--- src/rtl/au_div_4b.sv ---
// Sequential 4-bit unsigned restoring divider: one trial subtraction per cycle,
// four iterations, start/busy/done handshake with registered Q, R and DZ.
module au_div_4b (
  input  logic       clk,
  input  logic       reset,
  input  logic       start,
  input  logic [3:0] A,
  input  logic [3:0] B,
  output logic       busy,
  output logic       done,
  output logic [3:0] Q,
  output logic [3:0] R,
  output logic       DZ
);

  typedef enum logic [1:0] {IDLE, CALC, DONE} state_t;

  state_t     state_q;
  logic [4:0] rem_q;
  logic [3:0] quo_q;
  logic [3:0] div_q;
  logic [1:0] cnt_q;
  logic       busy_q;
  logic       done_q;
  logic [3:0] q_q;
  logic [3:0] r_q;
  logic       dz_q;

  logic [4:0] sh_d;
  logic [4:0] t_d;
  logic [4:0] rem_d;
  logic [3:0] quo_d;

  // rem stays below div, so bit 4 of the 5-bit difference is a clean borrow flag.
  always_comb begin
    sh_d = {rem_q[3:0], quo_q[3]};
    t_d  = sh_d - {1'b0, div_q};
    if (!t_d[4]) begin
      rem_d = t_d;
      quo_d = {quo_q[2:0], 1'b1};
    end else begin
      rem_d = sh_d;
      quo_d = {quo_q[2:0], 1'b0};
    end
  end

  always_ff @(posedge clk) begin
    if (reset) begin
      state_q <= IDLE;
      rem_q   <= '0;
      quo_q   <= '0;
      div_q   <= '0;
      cnt_q   <= '0;
      busy_q  <= 1'b0;
      done_q  <= 1'b0;
      q_q     <= '0;
      r_q     <= '0;
      dz_q    <= 1'b0;
    end else begin
      case (state_q)
        IDLE: begin
          done_q <= 1'b0;
          if (start) begin
            if (B != 4'd0) begin
              quo_q   <= A;
              div_q   <= B;
              rem_q   <= '0;
              cnt_q   <= '0;
              busy_q  <= 1'b1;
              state_q <= CALC;
            end else begin
              q_q     <= 4'hF;
              r_q     <= A;
              dz_q    <= 1'b1;
              done_q  <= 1'b1;
              state_q <= DONE;
            end
          end
        end
        CALC: begin
          rem_q <= rem_d;
          quo_q <= quo_d;
          cnt_q <= cnt_q + 2'd1;
          // Result registers load on the final iteration so they are valid with done.
          if (cnt_q == 2'd3) begin
            q_q     <= quo_d;
            r_q     <= rem_d[3:0];
            dz_q    <= 1'b0;
            busy_q  <= 1'b0;
            done_q  <= 1'b1;
            state_q <= DONE;
          end
        end
        DONE: begin
          done_q  <= 1'b0;
          state_q <= IDLE;
        end
        default: begin
          busy_q  <= 1'b0;
          done_q  <= 1'b0;
          state_q <= IDLE;
        end
      endcase
    end
  end

  assign busy = busy_q;
  assign done = done_q;
  assign Q    = q_q;
  assign R    = r_q;
  assign DZ   = dz_q;

endmodule

--- config.mk ---
export PLATFORM = sky130hd
export DESIGN_NAME = au_div_4b
export DESIGN_NICKNAME = d
export VERILOG_FILES = /design/src/rtl/au_div_4b.sv
export SDC_FILE = /design/constraint.sdc
export NUM_CORES = 1
export LEC_CHECK = 0
export BUFFER_PORTS_ARGS = -buffer_cell sky130_fd_sc_hd__buf_2
export CELL_PAD_IN_SITES_DETAIL_PLACEMENT = 1
export CELL_PAD_IN_SITES_GLOBAL_PLACEMENT = 2
export CORE_MARGIN = 3
export CORE_UTILIZATION = 30
export DETAILED_ROUTE_END_ITERATION = 12
export GPL_TIMING_DRIVEN = 0
export PLACE_DENSITY_LB_ADDON = 0.08
export SYNTH_ARGS = -nofsm -noshare
export SYNTH_HDL_FRONTEND = slang
export SYNTH_SLANG_ARGS = --single-unit
--- constraint.sdc ---
create_clock -name clk -period 2.2 [get_ports clk]
set_input_delay 0.22 -clock clk [delete_from_list [all_inputs] [get_ports clk]]
set_output_delay 0.22 -clock clk [all_outputs]
set_load 0.03 [all_outputs]
After elaboration in Yosys (flattened, before gate mapping):

Index checks and enable logic that the tools add are counted.

* $add $sub $neg: 2
* reduce and logical (&&, ||, !) cells: 8
* muxes and demuxes: 34
* bitwise gates (word level): 1
* equality and inequality tests: 7

Operators by type and width (number)
* $mux W4: 11
* $pmux W4 S2: 4
* $mux W2: 5
* $mux W1: 9
* $ne A2 B2 Y1 const B: 4
* $pmux W2 S2: 2
* $reduce_and A4 Y1: 2
* $reduce_and A3 Y1: 2
* $sub A5 B4 Y5: 1
* $eq A2 B2 Y1 const B: 2
* $pmux W1 S2: 2
* $reduce_bool A4 Y1: 1
* $pmux W1 S3: 1
* $add A2 B1 Y2 const B: 1
* $eq A2 B1 Y1 const B: 1
* $logic_not A2 Y1: 1
* $reduce_and A2 Y1: 1
* $reduce_bool A2 Y1: 1
* $not A1 Y1: 1

* input port bits: 11
* output and inout bits: 11
* register bits: 27
* logic and storage cells: 62

Depth between registers and ports, before layout:

Gate-level depths: netlist of run 1.

* depth after elaboration: 4
* depth in mapped cells: 8

Least setup slack after synthesis of run 1:

Ideal clock, no wire load.

* path kind: register to register
* start: register quo_q[3]
* end: register r_q[2], in the netlist R[2]
* arrival time: 2.094 ns
* setup time: 0.088 ns
* path slack: 0.018 ns
* buffers on the path: 0
* cell stages (with the launch flop): 9
* cell sequence: dfxtp_1 inv_1 ha_1 fa_1 nand2b_1 a21oi_4 xor2_4 mux2_2 a311oi_2

* word-level cells in the longest chain between the ends: 4

RTL lines
* from (decl): RTL line 20 `logic [3:0] quo_q;`
* from (signal assigned): RTL line 82 `quo_q <= quo_d;`
* $sub A5 B4 Y5: RTL line 37 `t_d = sh_d - {1'b0, div_q};`
* $mux W4: RTL line 38 `if (!t_d[4]) begin`
* $mux W4: RTL line 85 `if (cnt_q == 2'd3) begin`
* $pmux W4 S2: RTL line 60 `case (state_q)`
* to (signal assigned): RTL line 87 `r_q <= rem_d[3:0];`
* to (decl): RTL line 26 `logic [3:0] r_q;`

No other way between the ends. The select of a mux whose other input is x is not followed.
A chain may end at the register's enable or synchronous reset.

Worst setup path after layout of run 1:

Same ends and word-level chain as after synthesis.

==> flow_summary_export.csv, run 1 <==
group,metric,value,unit
power_and_ir_drop,leakagePower,0.000644,µW
clock_network,htreeDepth,1,
grt,grt_pass1_wl,6000,µm
route,wire_per_inst,14.9,µm
cells_and_area,regArea,542,µm²
grt,grt.total_usage,14.2,%
timing,fmax,475,MHz
synth,synth.distinct_cells,35,
grt,grt_max_degree,15,
status,status,"finished clean",
cells_and_area,drive_above_1_share,27.1,%
worst_setup_path,critPathMaxFanout,4,
synth,yosysSeqAreaShare,39.7,%
power_and_ir_drop,p_per_area,656,mW/mm²
synth,yosys.area_share.simple,25.6,%
synth,yosys.area.top_type,"dfxtp_1",
floorplan,num_rows,23,
placed_design,dpl.cell_count,222,
placed_design,dp_hpwl,2680,µm
clock_network,clock_latency,0.27,ns
route,detail-route-antenna-nets,0,
floorplan,num_io_pins,22,
synth,synth_ff_type,"dfxtp_1",
placed_design,pre_cts_slack,-0.206,ns
floorplan,die_x,73.4,µm
synth,synth_nets,170,
run,drv_cap,0,
power_and_ir_drop,ir_drop,0.257,mV
floorplan,initial_core_util,32.4,%
timing,finClkSkew,0.00211,ns
synth,synth-edff-count,0,
synth,yosysMostFrequentCell,"nor2_1",
synth,synth_warnings,0,
worst_setup_path,path_class,"reg -> reg",
cells_and_area,final_nets,195,
synth,synth-adder-area-share,6.06,%
grt,grt_pass1_vias,1256,
grt,antenna_found_initial,0,
synth,avgSynthCellArea,8.91,µm²
cells_and_area,multi_input_area,787,µm²
cells_and_area,final_cells,227,
clock_network,cts_tree,"built",
clock_network,clock_sinks,27,
timing,slew_violations,0,
timing,slew_headroom,57.7,%
route,wirelength,3380,µm
cells_and_area,area_delta_synth_final,17.4,%
route,dr.pass1.iters,4,
worst_setup_path,cp-end-kind,"flip-flop",
synth,async_flop_share,0,%
timing,rsz0062_at_grt,"true",
clock_network,path_clk_slew,0.09,ns
synth,synthMuxAreaShare,5.23,%
synth,synth-compound-area-share,16.9,%
placed_design,gp_congestion,0.776,
timing,whs,0.236,ns
placed_design,port_buffers,19,
synth,synthCells,153,
floorplan,die_y,73.4,µm
route,dr_total_vias,1132,
timing,finalSetupViolations,0,
synth,yosysTopAreaCellShare,39.7,%
route,vias_per_cell,4.99,
route,drt_iter0_drc,56,
timing,finalCriticalPeriod,2.10,ns
timing,finalCritPeriodShare,95.6,%
cells_and_area,n_fill_cell,513,
synth,synth_area,0.00136,mm²
clock_network,root_buffer,"clkbuf_8",
clock_network,numCtsBuffers,3,
route,drc,0,
synth,ys_ff_latch,27,
clock_network,cts_buffer_depth,2,
synth,synth_xor_area_share,2.02,%
synth,synth.area.top_cells,"dfxtp_1 (40%), nor2_1 (8.8%), nand2_1 (4.7%)",
synth,synth_top_family_by_area,"simple AND/OR/NAND/NOR gates",
floorplan,core,0.00420,mm²
floorplan,die_area,0.00539,mm²
grt,overflow,0,
worst_setup_path,cp-start-kind,"flip-flop",
worst_setup_path,cp.arrival,2.29,ns
synth,synthTopCellsByCount,"nor2_1 (32), dfxtp_1 (27), nand2_1 (17)",
min_path,hold_path.class,"in -> reg",
timing,worstMarginPinSlew,0.634,ns
cells_and_area,antenna_cells,0,
timing,fin_ws,0.0968,ns
worst_setup_path,cp.required,2.39,ns
timing,hold_viol,0,
## cell type report
type / count / area share, %
buffer: 8 / 2.66
timing repair buffer: 20 / 6.41
inverter: 5 / 1.17
tap: 50 / 3.91
clock buffer: 4 / 2.81
sequential: 27 / 33.9
multi-input combinational: 113 / 49.2
## layer usage
metal,global-route usage [%],vias up,wire length [µm]
met5,0,-,0
met4,2.41,0,22
met3,3.01,2,182
met2,23.4,25,1530
met1,19.4,533,1650
li1,-,572,-
## state kept, by name, indices dropped and copies added, names as in the netlist
register  flops
DZ            1
Q             4
R             4
busy          1
cnt_q         2
div_q         4
done          1
quo_q         4
rem_q         4
state_q       2
## power breakdown
part           switching (µW)  internal, µW
sequential               22.2           516
combinational             137          99.0
clock                     147           130
total                     306           744
## critical path, stage by stage (launching register included)
cell	delay, ns
dfxtp_2	0.34
inv_2	0.05
ha_4	0.15
fa_2	0.34
nand2b_4	0.16
a21oi_4	0.18
xor2_4	0.23
mux2_4	0.34
a311oi_2	0.22
## through the flow
stage	setup TNS, ns	area, µm²	power [µW]	util (%)
5_1_grt	-0.00184	1600	1120	38.1
4_1_cts	0	1590	1070	37.8
3_5_place_dp	-0.693	1520	769	36.2
3_3_place_gp	-0.571	1520	765	36.2
6_report	0	1600	1050	38.1
2_1_floorplan	0	1360	708	-
## logic make-up after synthesis
family	count (synthesis)
AO/OA/AOI/OAI	28
multiplexers	7
adder cells (fa/ha/maj)	6
XOR/XNOR	1
AND/OR/NAND/NOR	71
flip-flops	27
buffers and inverters	13
## cell usage in the layout, fill, tap and decap left out, drive strengths merged, types with 2 or more instances in the layout
master	instances
nor2	33
dfxtp	27
buf	24
nand2	17
a21oi	11
clkbuf	8
a311oi	7
nand3	6
mux2i	6
inv	5
nand2b	5
nor3	5
ha	5
a211oi	3
nor2b	2
a31oi	2
nand3b	2
## what timing repair did
action / in CTS / in global routing
setup buffers: 1 / 0
hold buffers: 0 / 0
pin swaps: 1 / 1
setup endpoints to repair: 6 / 5
gates resized for setup: 6 / 1
## worst paths after layout
check	from	end	slack (ns)	depth (start not counted)
worst max-delay path	quo_q[3]	R[2]	0.1	8
worst min-delay path	B[0]	div_q[0]	0.24	3
worst max register to register	quo_q[3]	R[2]	0.1	8
worst min register to register	rem_q[0]	rem_q[0]	0.49	2
Note: power is estimated with default switching activity, not from simulation.
==> run 2, diff against run 1 <==
--- a/config.mk
+++ b/config.mk
@@ -13,6 +13,7 @@
 export DETAILED_ROUTE_END_ITERATION = 12
 export GPL_TIMING_DRIVEN = 0
 export PLACE_DENSITY_LB_ADDON = 0.08
+export SETUP_SLACK_MARGIN = 0.5
 export SYNTH_ARGS = -nofsm -noshare
 export SYNTH_HDL_FRONTEND = slang
 export SYNTH_SLANG_ARGS = --single-unit
==> flow_summary_export.csv, run 2 (synthesized netlist as in run 1, its figures left out) <==
group,metric,value,unit
cells_and_area,regArea,542,µm²
placed_design,port_buffers,19,
clock_network,clock_latency,0.28,ns
timing,worstMarginPinSlew,0.647,ns
floorplan,core,0.00420,mm²
floorplan,die_x,73.4,µm
grt,grt_pass1_wl,5780,µm
min_path,hold_depth,3,
floorplan,die_area,0.00539,mm²
worst_setup_path,critPathMaxFanout,6,
status,status,"finished clean",
route,detail-route-antenna-nets,0,
placed_design,dp_hpwl,2700,µm
route,drc,0,
grt,overflow,0,
grt,grt.total_usage,13.6,%
route,dr_total_vias,1159,
worst_setup_path,cp-end-kind,"flip-flop",
cells_and_area,final_nets,196,
timing,whs,0.212,ns
grt,grt_pass1_vias,1191,
timing,slew_violations,0,
clock_network,numCtsBuffers,3,
power_and_ir_drop,p_per_area,657,mW/mm²
floorplan,initial_core_util,32.4,%
clock_network,htreeDepth,1,
route,drt_iter0_drc,44,
clock_network,root_buffer,"clkbuf_8",
route,wirelength,3370,µm
route,vias_per_cell,5.08,
min_path,holdPathEnd,"R[1]",
timing,finalCritPeriodShare,96.2,%
cells_and_area,final_util,38.7,%
cells_and_area,layout_common_cells,"nor2_1 (32), dfxtp_1 (26), buf_2 (22), nand2_1 (17), a21oi_1 (8)",
worst_setup_path,path_class,"reg -> reg",
timing,fmax,473,MHz
grt,grt_max_degree,16,
cells_and_area,final_common_cell,"nor2_1",
power_and_ir_drop,leakagePower,0.000648,µW
placed_design,gp_congestion,0.774,
worst_setup_path,critPathMaxStageDelay,0.35,ns
worst_setup_path,cp-startpoint,"quo_q[3]",
timing,finalCriticalPeriod,2.12,ns
cells_and_area,antenna_cells,0,
grt,antenna_found_initial,0,
timing,slew_headroom,56.9,%
clock_network,path_clk_slew,0.10,ns
floorplan,die_y,73.4,µm
clock_network,clock_sinks,27,
run,drv_cap,0,
worst_setup_path,cp.required,2.40,ns
cells_and_area,area_delta_synth_final,19.4,%
cells_and_area,n_fill_cell,518,
worst_setup_path,cp-start-kind,"flip-flop",
timing,finClkSkew,0.00924,ns
min_path,hold_start,"A[1]",
timing,fin_ws,0.0845,ns
timing,finalSetupViolations,0,
worst_setup_path,rr_worst_depth,8,
worst_setup_path,cp.arrival,2.31,ns
clock_network,cts_tree,"built",
worst_setup_path,ff2ff_setup_slack,0.08,ns
worst_setup_path,cp_cell_sequence,"inv_2 > ha_4 > fa_2 > nand2b_4 > a21oi_4 > xor2_4 > mux2_4 > a311oi_2",
worst_setup_path,slowest_stage,"dfxtp_2",
worst_setup_path,timing.rr.start,"quo_q[3]",
clock_network,cts_buffer_depth,2,
timing,rsz0062_at_grt,"true",
power_and_ir_drop,ir_drop,0.371,mV
floorplan,num_io_pins,22,
worst_setup_path,timing.rr.end,"R[2]",
floorplan,num_rows,23,
min_path,hold_path.class,"in -> reg",
clock_network,cts_hold_buf,0,
placed_design,pre_cts_slack,-0.00797,ns
timing,hold_viol,0,
route,dr.pass1.iters,4,
route,wire_per_inst,14.8,µm
cells_and_area,drive_above_1_share,30.3,%
cells_and_area,multi_input_area,805,µm²
run 2: cell count changes in the layout (fill, tap and decap cells not counted), sizes merged:
| cell | previous run | this run |
|---|---|---|
| clkinv | 0 | 1 |
| clkbuf | 8 | 7 |
| buf | 24 | 25 |
run 2: timing repair:
item	4_1_cts	5_1_grt
endpoints found under the setup margin	10	13
buffers inserted	1	1
pin swaps	3	2
gates resized for setup	1	3
hold endpoints to repair	0	0
run 2: metrics by stage:
| step | cell area, µm² | std cells | power (µW) | setup TNS, ns |
|---|---|---|---|---|
| 2_1_floorplan | 1390 | 153 | 721 | 0 |
| 3_3_place_gp | 1550 | 222 | 778 | -0.00368 |
| 3_5_place_dp | 1550 | 222 | 781 | -0.00797 |
| 4_1_cts | 1610 | 227 | 1080 | 0 |
| 5_1_grt | 1630 | 228 | 1140 | -0.0174 |
| 6_report | 1630 | 228 | 1070 | 0 |
run 2: layout make-up:
| type | count | area share [%] |
|---|---|---|
| timing repair buffer | 21 | 6.77 |
| multi-input combinational | 113 | 49.5 |
| clock inverter | 1 | 0.308 |
| inverter | 5 | 1.15 |
| sequential | 27 | 33.3 |
| buffer | 8 | 2.62 |
| clock buffer | 3 | 2.54 |
| tap | 50 | 3.85 |
run 2: power by group:
group	internal (µW)	switching [µW]
Sequential	516	22.2
Combinational	106	142
Clock	127	155
run 2: routing by layer:
layer	vias up	track usage (%)	share of wire, %
li1	576	-	-
met3	2	3.42	5.4
met5	-	0	0
met4	0	1.21	0.18
met1	558	18.8	48
met2	23	22.1	47
run 2: how the worst max path moves through the flow:
stage,endpoint,cells past startpoint,slack (ns)
global placement,R[0],8,-0.004
detailed placement,R[0],8,-0.008
global route,quo_q[0],9,-0.008
finish,R[2],8,0.08
CTS,R[2],8,0.06
floorplan,R[2],8,0.17
run 2: critical path: cells and delay by family, from the launching register on:
kind                       cells  cell delay, ns
adders and majority gates      2            0.49
AOI/OAI and AO/OA              2            0.37
DFF                            1            0.35
muxes                          1            0.35
xor gates and xnor gates       1            0.28
and+or+nand+nor                1            0.16
buffers and inverters          1            0.05
